## config.mk

```make
export PLATFORM = sky130hd
export DESIGN_NAME = pulse_burst_counter_flat
export DESIGN_NICKNAME = d
export VERILOG_FILES = /design/src/rtl/pulse_burst_counter_if.sv /design/src/rtl/pulse_burst_counter.sv /design/src/flat_wrapper.sv
export SDC_FILE = /design/constraint.sdc
export NUM_CORES = 1
export LEC_CHECK = 0
export BUFFER_PORTS_ARGS = -buffer_cell sky130_fd_sc_hd__buf_2
export CAP_MARGIN = 20
export CORE_MARGIN = 10
export CORE_UTILIZATION = 53
export DETAILED_ROUTE_END_ITERATION = 8
export PLACE_DENSITY_LB_ADDON = 0.3
export SLEW_MARGIN = 20
export SYNTH_ARGS = -nofsm -noshare
export SYNTH_HDL_FRONTEND = slang
export SYNTH_SLANG_ARGS = --single-unit
```

## constraint.sdc

```tcl
create_clock -name clock -period 1.9 [get_ports clock]
set_input_delay 0.095 -clock clock [delete_from_list [all_inputs] [get_ports clock]]
set_output_delay 0.095 -clock clock [all_outputs]
set_load 0.05 [all_outputs]
```

## src/rtl/pulse_burst_counter_if.sv

```systemverilog
// Pulse input, burst report handshake and status bundle for pulse_burst_counter.
interface pulse_burst_counter_if #(
    parameter int unsigned CNT_W = 4
);
    logic             signal;
    logic             ready;
    logic [CNT_W-1:0] count;
    logic             overflow;
    logic             valid;
    logic             busy;

    modport master (
        input  signal,
        input  ready,
        output count,
        output overflow,
        output valid,
        output busy
    );

    modport slave (
        output signal,
        output ready,
        input  count,
        input  overflow,
        input  valid,
        input  busy
    );
endinterface

```

## src/rtl/pulse_burst_counter.sv

```systemverilog
// Counts rising edges per burst of a pulse train and reports each burst on valid/ready.
// Define PULSE_BURST_SYNC_EN to add a two-flop synchronizer ahead of the edge detector.
module pulse_burst_counter #(
    parameter int unsigned CNT_W = 4,
    parameter int unsigned GAP   = 8
) (
    input  logic                  clock,
    input  logic                  reset_n,
    pulse_burst_counter_if.master bus
);
    localparam int unsigned      GAP_W    = $clog2(GAP);
    localparam logic [CNT_W-1:0] CNT_MAX  = '1;
    localparam logic [GAP_W-1:0] GAP_LAST = GAP_W'(GAP - 1);

    typedef enum logic [1:0] {
        ST_IDLE,
        ST_ACTIVE,
        ST_REPORT
    } state_e;

    state_e           state_q, state_d;
    logic [CNT_W-1:0] cnt_q, cnt_d;
    logic [GAP_W-1:0] gap_q, gap_d;
    logic             ovf_q, ovf_d;
    logic [CNT_W-1:0] count_q, count_d;
    logic             overflow_q, overflow_d;
    logic             valid_q, valid_d;
    logic             busy_q, busy_d;

    logic s2_q;
    logic s_prev_q;
    logic rise_c;

`ifdef PULSE_BURST_SYNC_EN
    logic s1_q;

    always_ff @(posedge clock) begin
        if (!reset_n) begin
            s1_q     <= 1'b0;
            s2_q     <= 1'b0;
            s_prev_q <= 1'b0;
        end else begin
            s1_q     <= bus.signal;
            s2_q     <= s1_q;
            s_prev_q <= s2_q;
        end
    end
`else
    always_ff @(posedge clock) begin
        if (!reset_n) begin
            s2_q     <= 1'b0;
            s_prev_q <= 1'b0;
        end else begin
            s2_q     <= bus.signal;
            s_prev_q <= s2_q;
        end
    end
`endif

    assign rise_c = s2_q & ~s_prev_q;

    always_ff @(posedge clock) begin
        if (!reset_n) begin
            state_q    <= ST_IDLE;
            cnt_q      <= '0;
            gap_q      <= '0;
            ovf_q      <= 1'b0;
            count_q    <= '0;
            overflow_q <= 1'b0;
            valid_q    <= 1'b0;
            busy_q     <= 1'b0;
        end else begin
            state_q    <= state_d;
            cnt_q      <= cnt_d;
            gap_q      <= gap_d;
            ovf_q      <= ovf_d;
            count_q    <= count_d;
            overflow_q <= overflow_d;
            valid_q    <= valid_d;
            busy_q     <= busy_d;
        end
    end

    // Burst tracking; an edge always wins over the quiet-gap close.
    always_comb begin
        state_d    = state_q;
        cnt_d      = cnt_q;
        gap_d      = gap_q;
        ovf_d      = ovf_q;
        count_d    = count_q;
        overflow_d = overflow_q;
        valid_d    = valid_q;

        case (state_q)
            ST_IDLE: begin
                cnt_d = '0;
                gap_d = '0;
                ovf_d = 1'b0;
                if (rise_c) begin
                    state_d = ST_ACTIVE;
                    cnt_d   = CNT_W'(1);
                end
            end
            ST_ACTIVE: begin
                if (rise_c) begin
                    gap_d = '0;
                    if (cnt_q != CNT_MAX) begin
                        cnt_d = cnt_q + CNT_W'(1);
                    end else begin
                        ovf_d = 1'b1;
                    end
                end else if (gap_q == GAP_LAST) begin
                    count_d    = cnt_q;
                    overflow_d = ovf_q;
                    valid_d    = 1'b1;
                    state_d    = ST_REPORT;
                end else begin
                    gap_d = gap_q + GAP_W'(1);
                end
            end
            ST_REPORT: begin
                if (valid_q && bus.ready) begin
                    valid_d    = 1'b0;
                    count_d    = '0;
                    overflow_d = 1'b0;
                    gap_d      = '0;
                    ovf_d      = 1'b0;
                    if (rise_c) begin
                        state_d = ST_ACTIVE;
                        cnt_d   = CNT_W'(1);
                    end else begin
                        state_d = ST_IDLE;
                        cnt_d   = '0;
                    end
                end
            end
            default: begin
                state_d = ST_IDLE;
            end
        endcase

        busy_d = (state_d != ST_IDLE);
    end

    assign bus.count    = count_q;
    assign bus.overflow = overflow_q;
    assign bus.valid    = valid_q;
    assign bus.busy     = busy_q;
endmodule

```

## src/flat_wrapper.sv

```systemverilog
// flat-port wrapper written by rule: the top's interface ports become plain ports
module pulse_burst_counter_flat 
#(
    parameter int unsigned CNT_W = 4,
    parameter int unsigned GAP   = 8
)
  (clock, reset_n, bus_signal, bus_ready, bus_count, bus_overflow, bus_valid, bus_busy);
  pulse_burst_counter_if #(.CNT_W(CNT_W)) bus_i ();
  input  logic clock;
  input  logic reset_n;
  input wire logic [$bits(bus_i.signal)-1:0] bus_signal;
  input wire logic [$bits(bus_i.ready)-1:0] bus_ready;
  output wire logic [$bits(bus_i.count)-1:0] bus_count;
  output wire logic [$bits(bus_i.overflow)-1:0] bus_overflow;
  output wire logic [$bits(bus_i.valid)-1:0] bus_valid;
  output wire logic [$bits(bus_i.busy)-1:0] bus_busy;
  assign bus_i.signal = bus_signal;
  assign bus_i.ready = bus_ready;
  assign bus_count = bus_i.count;
  assign bus_overflow = bus_i.overflow;
  assign bus_valid = bus_i.valid;
  assign bus_busy = bus_i.busy;
  pulse_burst_counter #(.CNT_W(CNT_W), .GAP(GAP)) u_core (.clock(clock), .reset_n(reset_n), .bus(bus_i));
endmodule
```

# ---- Word level (Yosys, flattened, before mapping)
# Index checks and enable logic that the tools add are counted.
# W data, S select, Z words.
dict set report word_totals {
  regBits 19
  latchBits 0
  ramBits 0
  rom_bits 0
  input_bits 4
  output_inout_bits 7
  wordCells 63
  n_memories 0
}
dict set report op_classes {
  add_sub_neg 2
  n_mul 0
  div 0
  order_cmp 0
  eq_ne 11
  shift 0
  mux 29
  bitwise 2
  n_reduce_logical 9
}
# operator n
set ops {}
lappend ops {{$mux W4} 6}
lappend ops {{$pmux W4 S3} 1}
lappend ops {{$reduce_and A4 Y1} 3}
lappend ops {{$mux W1} 9}
lappend ops {{$mux W3} 3}
lappend ops {{$pmux W3 S3} 1}
lappend ops {{$mux W2} 4}
lappend ops {{$ne A2 B1 Y1 const B} 4}
lappend ops {{$pmux W4 S2} 1}
lappend ops {{$pmux W2 S3} 1}
lappend ops {{$add A4 B1 Y4 const B} 1}
lappend ops {{$ne A2 B2 Y1 const B} 2}
lappend ops {{$ne A4 B4 Y1 const B} 1}
lappend ops {{$pmux W1 S2} 2}
lappend ops {{$reduce_bool A2 Y1} 2}
lappend ops {{$add A3 B1 Y3 const B} 1}
lappend ops {{$eq A3 B3 Y1 const B} 1}
lappend ops {{$ne A3 B2 Y1 const B} 1}
lappend ops {{$pmux W1 S3} 1}
lappend ops {{$reduce_and A3 Y1} 1}
lappend ops {{$reduce_bool A3 Y1} 1}
lappend ops {{$eq A2 B1 Y1 const B} 1}
lappend ops {{$eq A2 B2 Y1 const B} 1}
lappend ops {{$logic_not A2 Y1} 1}
lappend ops {{other kinds (3)} 3}

# ---- Depth between registers and ports, before layout
# Gate-level depths: netlist (run 1).
dict set report logic_depth {
  ltp_word 6
  mapped_depth 6
  depth_no_buf 6
}

# ---- Worst setup path before layout (run 1)
# No wires, ideal clock.
dict set report synth_timing {
  path_kind {reg2reg}
  startpoint {register u_core.valid_q (netlist: u_core.bus.valid)}
  endpoint {register u_core.count_q[0] (netlist: u_core.bus.count[0])}
  arrival_time_ps 1407
  required_ps 1783
  slack_ps 376
  path_stages_with_launch 5
  path_buffers 0
  period_less_slack_ps 1524
  cell_sequence {dfxtp_1 and3b_2 nand2_2 and2_4 a32o_1}
}
dict set report synth_via {
  elab_chain_len 3
}
# element line_no
set synth_lines {}
lappend synth_lines {{from (decl)} pulse_burst_counter.sv:27} ;# logic valid_q, valid_d;
lappend synth_lines {{from (signal assigned)} pulse_burst_counter.sv:79} ;# valid_q <= valid_d;
lappend synth_lines {{$logic_and A1 B1 Y1} pulse_burst_counter.sv:122} ;# if (valid_q && bus.ready) begin
lappend synth_lines {{$ne A2 B1 Y1 (no source line)} -}
lappend synth_lines {{$reduce_and A4 Y1 (no source line)} -}
lappend synth_lines {{to (signal assigned)} pulse_burst_counter.sv:77} ;# count_q <= count_d;
lappend synth_lines {{to (decl)} pulse_burst_counter.sv:25} ;# logic [CNT_W-1:0] count_q, count_d;
# Every way passes these cells.
# A chain may end at the register's enable or synchronous reset.

# ---- Final worst setup path (run 1)
dict set report layout_timing {
  startpoint {register u_core.cnt_q[0]}
  endpoint {register u_core.cnt_q[0]}
}
dict set report layout_via {
  elab_chain_len 4
}
# element line_no
set layout_lines {}
lappend layout_lines {{from (decl)} pulse_burst_counter.sv:22} ;# logic [CNT_W-1:0] cnt_q, cnt_d;
lappend layout_lines {{from (signal assigned)} pulse_burst_counter.sv:74} ;# cnt_q <= cnt_d;
lappend layout_lines {{$add A4 B1 Y4} pulse_burst_counter.sv:108} ;# cnt_d = cnt_q + CNT_W'(1);
lappend layout_lines {{$mux W4} pulse_burst_counter.sv:107} ;# if (cnt_q != CNT_MAX) begin
lappend layout_lines {{$mux W4} pulse_burst_counter.sv:105} ;# if (rise_c) begin
lappend layout_lines {{$pmux W4 S3} pulse_burst_counter.sv:94} ;# case (state_q)
# Parallel ways exist; a longest one is shown, timed or not. The select of a mux whose other input is x is not followed.

==> results_dict.tcl, run 1 <==
set metrics [dict create \
    outcome "finished, final reports clean" \
    rrSetupSlack_ns 0.43 \
    power.total_w 0.000662 \
    synth_top_family_by_area "simple AND/OR/NAND/NOR gates" \
    cts.htree.levels 1 \
    syn_area_sq_um 832 \
    start_util 0.559 \
    clock.fmax_mhz 682 \
    drv_slew 0 \
    synth_xor_area_frac 0 \
    p_comb_frac 0.075 \
    grt_pass1_vias 619 \
    holdWs_ns 0.128 \
    syn_area_per_cell_sq_um 9.91 \
    ant_nets 0 \
    clk_pin_slew_worst_paths_ns 0.10 \
    rsz0062_at_grt "false" \
    p_int_w 0.000506 \
    core_sq_um 1490 \
    critPathCaptureType "flip-flop" \
    ys_ff_latch 19 \
    drt-total-wl_mm 1.51 \
    grt_max_degree 13 \
    finClkSkew_ns 0.00690 \
    die_area_sq_um 3550 \
    worstPathArrival_ns 1.67 \
    worst-path-max-fanout 5 \
    clock_latency_ns 0.30 \
    final_cell_mix "19 x dfxtp_1, 10 x buf_2, 8 x a21oi_1, 6 x nand2_1" \
    io_buffer_count 10 \
    yosys_warnings 0 \
    cap_violations 0 \
    boundaryPins 11 \
    drive_above_1_share 0.240 \
    final_net_count 104 \
    synth.distinct_cells 37 \
    drt_first_pass_iters 4 \
    grt_usage 0.0974 \
    rows 14 \
    clockBufferDepth 2 \
    yosys-mux-area-fraction 0.0135 \
    p_sw_frac 0.235 \
    syn_inst 84 \
    chipHeight_microns 59.6 \
    synth_simple_gate_area_frac 0.227 \
    power_leakage_nw 0.385 \
    final.setup.tns_ns 0 \
    antenna_found_initial 0 \
    synth_fp_nets 91 \
    overflow 0 \
    crit_path_start_kind "flip-flop" \
    period_share 0.772 \
    cts_tree "done" \
    pre_cts_slack_ns 0.458 \
    p_clk_frac 0.301 \
    synthToLayoutAreaGrowth_pct 10.1 \
    drtIter0Drc 16 \
    final_util 0.615 \
    routabilityCongestion 0.868 \
    report.final.setup_viol 0 \
    clock_sinks 19 \
    yosysTopAreaCellShare 0.457 \
    vdd_drop_max_mv 0.515 \
    cts-buffers-inserted 3 \
    fin_crit_ns 1.47 \
    final_common_cell "dfxtp_1" \
    cellPowerDensity_nw_per_um2 723 \
    clockRootBuffer "clkbuf_4" \
    crit_type "reg2reg" \
    via_count 664 \
    tightest_slew_ns 0.404 \
    dieWidth_microns 59.6 \
    synth-main-ff-cell "dfxtp_1" \
    pwr-share-seq 0.624 \
    remaining_drc_errors 0 \
    synth_compound_area_frac 0.226 \
    wl_per_cell_microns 13.5 \
    yosysSeqAreaShare 0.457 \
    ys_async_sr_fraction 0 \
    hpwl_mm 1.15 \
    diodes 0 \
    synth-edff-count 0 \
    holdCritPathClass "in2reg" \
    synth_fa_ha_area_frac 0.0451 \
    yosys.area.top_type "dfxtp_1" \
    avgViaCountPerCell 5.93 \
    fin_ws_ns 0.434 \
    slew_headroom 0.730 \
    cts_setup_buffers 0 \
    hold_viol 0 \
    synth.area.top_cells "dfxtp_1 46%, a32o_1 6.0%, a21oi_1 4.8%, ha_1 4.5%, nand2_1 2.7%" \
    cp.required_ns 2.10 \
    grt_pass1_wl_mm 2.67 \
    switching_power_w 0.000156 \
]
-- final cells by class --
class	count	area (sq um)
sequential	19	380
timing repair buffer	11	60.1
multi-input combinational	61	425
clock buffer	4	26.3
fill	116	573
inverter	1	3.75
tap	16	20.0
-- worst max-delay path, stage by stage, from the launching register on --
cell and delay, ns:
dfxtp_1 0.36, ha_1 0.24, and3_1 0.22, nor3_1 0.21, a21oi_1 0.07, a221oi_1 0.27
-- routing by layer --
layer | track usage | vias to the layer above | wire length (microns)
met5 | 0 | - | 0
met4 | 0.0577 | 0 | 42
met3 | 0.0408 | 7 | 113
met2 | 0.143 | 21 | 645
met1 | 0.115 | 296 | 712
li1 | - | 340 | -
-- stage by stage --
step	cell area [sq um]	cells
3_3_place_gp	880	107
4_1_cts	916	112
6_report	916	112
5_1_grt	916	112
3_5_place_dp	880	107
2_1_floorplan	832	84
-- worst paths after layout --
path	startpoint	to	cells past startpoint
worst max-delay path	u_core.cnt_q[0]	u_core.cnt_q[0]	5
worst min-delay path	bus_ready	u_core.state_q[1]	4
worst max register to register	u_core.cnt_q[0]	u_core.cnt_q[0]	5
worst min register to register	u_core.ovf_q	u_core.bus.overflow	1
-- synth_stat cells (2+ instances only) --
library cell	instances
a21oi_1	8
a221oi_1	2
a22o_1	2
a32o_1	5
and2_1	2
dfxtp_1	19
ha_1	3
nand2_1	6
nand2b_1	2
nand3_1	2
nor2_1	5
nor3_1	2
nor4_1	2
-- power by group through the flow --
stage | Combinational, W | Clock, W | Sequential, W
after floorplan | 0.0000363 | 0 | 0.000425
after global placement | 0.0000476 | 0 | 0.000422
after detailed placement | 0.0000476 | 0 | 0.000423
after CTS | 0.0000494 | 0.000203 | 0.000413
after global routing | 0.0000556 | 0.000224 | 0.000415
final | 0.0000495 | 0.000199 | 0.000413
-- cells by family (layout without fill, tap and decap cells) --
kind of cell	after synthesis	after routing
muxes	1	1
and+or+nand+nor	32	32
adders and majority gates	3	3
DFF	19	19
AOI/OAI and AO/OA	25	25
buffers and inverters	4	16
-- flip-flops by register name (all words and copies together) (netlist names) --
name                 flops
u_core.s_prev_q          1
u_core.bus.count         4
u_core.s2_q              1
u_core.bus.busy          1
u_core.ovf_q             1
u_core.bus.overflow      1
u_core.bus.valid         1
u_core.cnt_q             4
u_core.gap_q             3
u_core.state_q           2
-- what timing repair did --
| action | 4_1_cts | 5_1_grt |
|---|---|---|
| gates resized for setup | 0 | 0 |
| endpoints found under the hold margin | 1 | 0 |
| hold buffers | 1 | 0 |
Note: power is estimated with default switching activity, not from simulation.
==> run 2: changes to the inputs <==
CORE_UTILIZATION = 48   (was 53)
clock period = 1.3 ns   (was 1.9 ns; I/O delays follow)
==> run 2 against run 1 <==
Flip-flop and latch count stayed put. Global-route usage up 1.6 points. Clock skew shrank 0.0042 ns. Clock-buffer cell count unchanged. Sequential share of layout area shrank 5.3 points.
==> results_dict.tcl, run 2 (synthesis results as in run 1) <==
set metrics [dict create \
    clockBufferDepth 2 \
    tightest_slew_ns 0.259 \
    critPathCaptureType "flip-flop" \
    multiInputGateArea_sq_um 505 \
    final_common_cell "dfxtp_1" \
    cpPeakStageDelay_ns 0.34 \
    vdd_drop_max_mv 0.555 \
    final.setup.tns_ns 0 \
    finClkSkew_ns 0.00270 \
    io_buffer_count 10 \
    clockRootBuffer "clkbuf_4" \
    cellPowerDensity_nw_per_um2 946 \
    drt_first_pass_iters 4 \
    hold_viol 0 \
    overflow 0 \
    final_cell_mix "15 x dfxtp_1, 10 x buf_2, 9 x buf_4, 7 x a21oi_1, 6 x nand2_1" \
    rrSetupSlack_ns 0.04 \
    crit_path_start_kind "flip-flop" \
    worst-path-max-fanout 3 \
    cts.htree.levels 1 \
    drt-total-wl_mm 1.85 \
    post-place-cells 117 \
    grt_pass1_wl_mm 3.26 \
    clock_latency_ns 0.30 \
    ant_nets 0 \
    rows 14 \
    avgViaCountPerCell 5.92 \
    drive_above_1_share 0.438 \
    cap_violations 0 \
    drtIter0Drc 7 \
    fin_crit_ns 1.26 \
    power_leakage_nw 0.428 \
    cts_tree "done" \
    grt_max_degree 12 \
    cp_slowest_cell "dfxtp_2" \
    chipHeight_microns 61.6 \
    holdCritPathClass "in2reg" \
    stdcell_count 121 \
    diodes 0 \
    boundaryPins 11 \
    via_count 716 \
    num-fill-cells 116 \
    final_net_count 113 \
    drv_slew 0 \
    start_util 0.528 \
    crit_type "reg2reg" \
    hpwl_mm 1.35 \
    routabilityCongestion 0.739 \
    crit_family "simple AND/OR/NAND/NOR gates" \
    clock_sinks 19 \
    path_cells "ha_2 -> and3_4 -> nor3_4 -> a21oi_1 -> a221oi_2" \
    clk_pin_slew_worst_paths_ns 0.11 \
    antenna_found_initial 0 \
    outcome "finished, final reports clean" \
    die_area_sq_um 3800 \
    worstPathArrival_ns 1.48 \
    seq_area_sq_um 388 \
    core_sq_um 1580 \
    grt_pass1_vias 732 \
    cp.required_ns 1.52 \
    crit_buf_inv 0 \
    rsz0062_at_grt "true" \
    report.final.setup_viol 0 \
    cts-buffers-inserted 3 \
    grt_usage 0.113 \
    period_share 0.966 \
    dieWidth_microns 61.6 \
    synthToLayoutAreaGrowth_pct 28.7 \
    slew_headroom 0.826 \
    wl_per_cell_microns 15.3 \
    clock.fmax_mhz 796 \
    remaining_drc_errors 0 \
]
==> run 2: cell types whose count changed in the layout (fill, tap and decap cells not counted), sizes merged <==
cell  change
buf       +9
==> run 2: repair_timing <==
| action | 4_1_cts | 5_1_grt |
|---|---|---|
| pin swaps | 3 | 8 |
| setup buffers | 0 | 0 |
| resized for setup | 12 | 5 |
| endpoints found under the setup margin | 10 | 10 |
| hold buffers | 1 | 0 |
| endpoints found under the hold margin | 1 | 0 |
==> run 2: layout make-up <==
class | instances | share of cell area
clock buffer | 4 | 0.0245
inverter | 1 | 0.00350
multi-input combinational | 61 | 0.472
sequential | 19 | 0.362
tap | 16 | 0.0187
timing repair buffer | 20 | 0.119
==> run 2: tightest hold or removal path, cell delays in order <==
cell	delay, ns
buf_2	0.09
nand2_1	0.06
nand2_1	0.06
a221oi_1	0.06
==> run 2: worst paths after layout <==
kind	startpoint	to	cells past startpoint
worst max-delay path	u_core.cnt_q[0]	u_core.cnt_q[0]	5
worst min-delay path	bus_ready	u_core.state_q[1]	4
worst max register to register	u_core.cnt_q[0]	u_core.cnt_q[0]	5
worst min register to register	u_core.bus.valid	u_core.bus.valid	2
==> run 2: per-stage QoR <==
stage / worst slack, ns / util / total power, W / hold slack, ns / instance area [sq um]
floorplan: 0.0319 / - / 0.000672 / 0.192 / 841
finish: 0.0442 / 0.679 / 0.00101 / 0.0890 / 1070
CTS: 0.0113 / 0.671 / 0.000999 / 0.0937 / 1060
global route: -0.0454 / 0.679 / 0.00104 / 0.114 / 1070
global placement: 0.000467 / 0.611 / 0.000699 / 0.277 / 963
detailed placement: -0.0615 / 0.611 / 0.000701 / 0.286 / 963
==> run 2: per-layer routing <==
layer,vias to the layer above,wire [microns],track usage
met3,4,78,0.0350
met2,14,851,0.183
li1,357,-,-
met5,-,0,0
met1,341,890,0.135
met4,0,28,0.0478
==> run 2: report_power, final <==
| group | internal [W] | switching, W |
|---|---|---|
| logic | 0.0000429 | 0.0000626 |
| clock network | 0.000120 | 0.000190 |
| registers | 0.000592 | 0.00000664 |
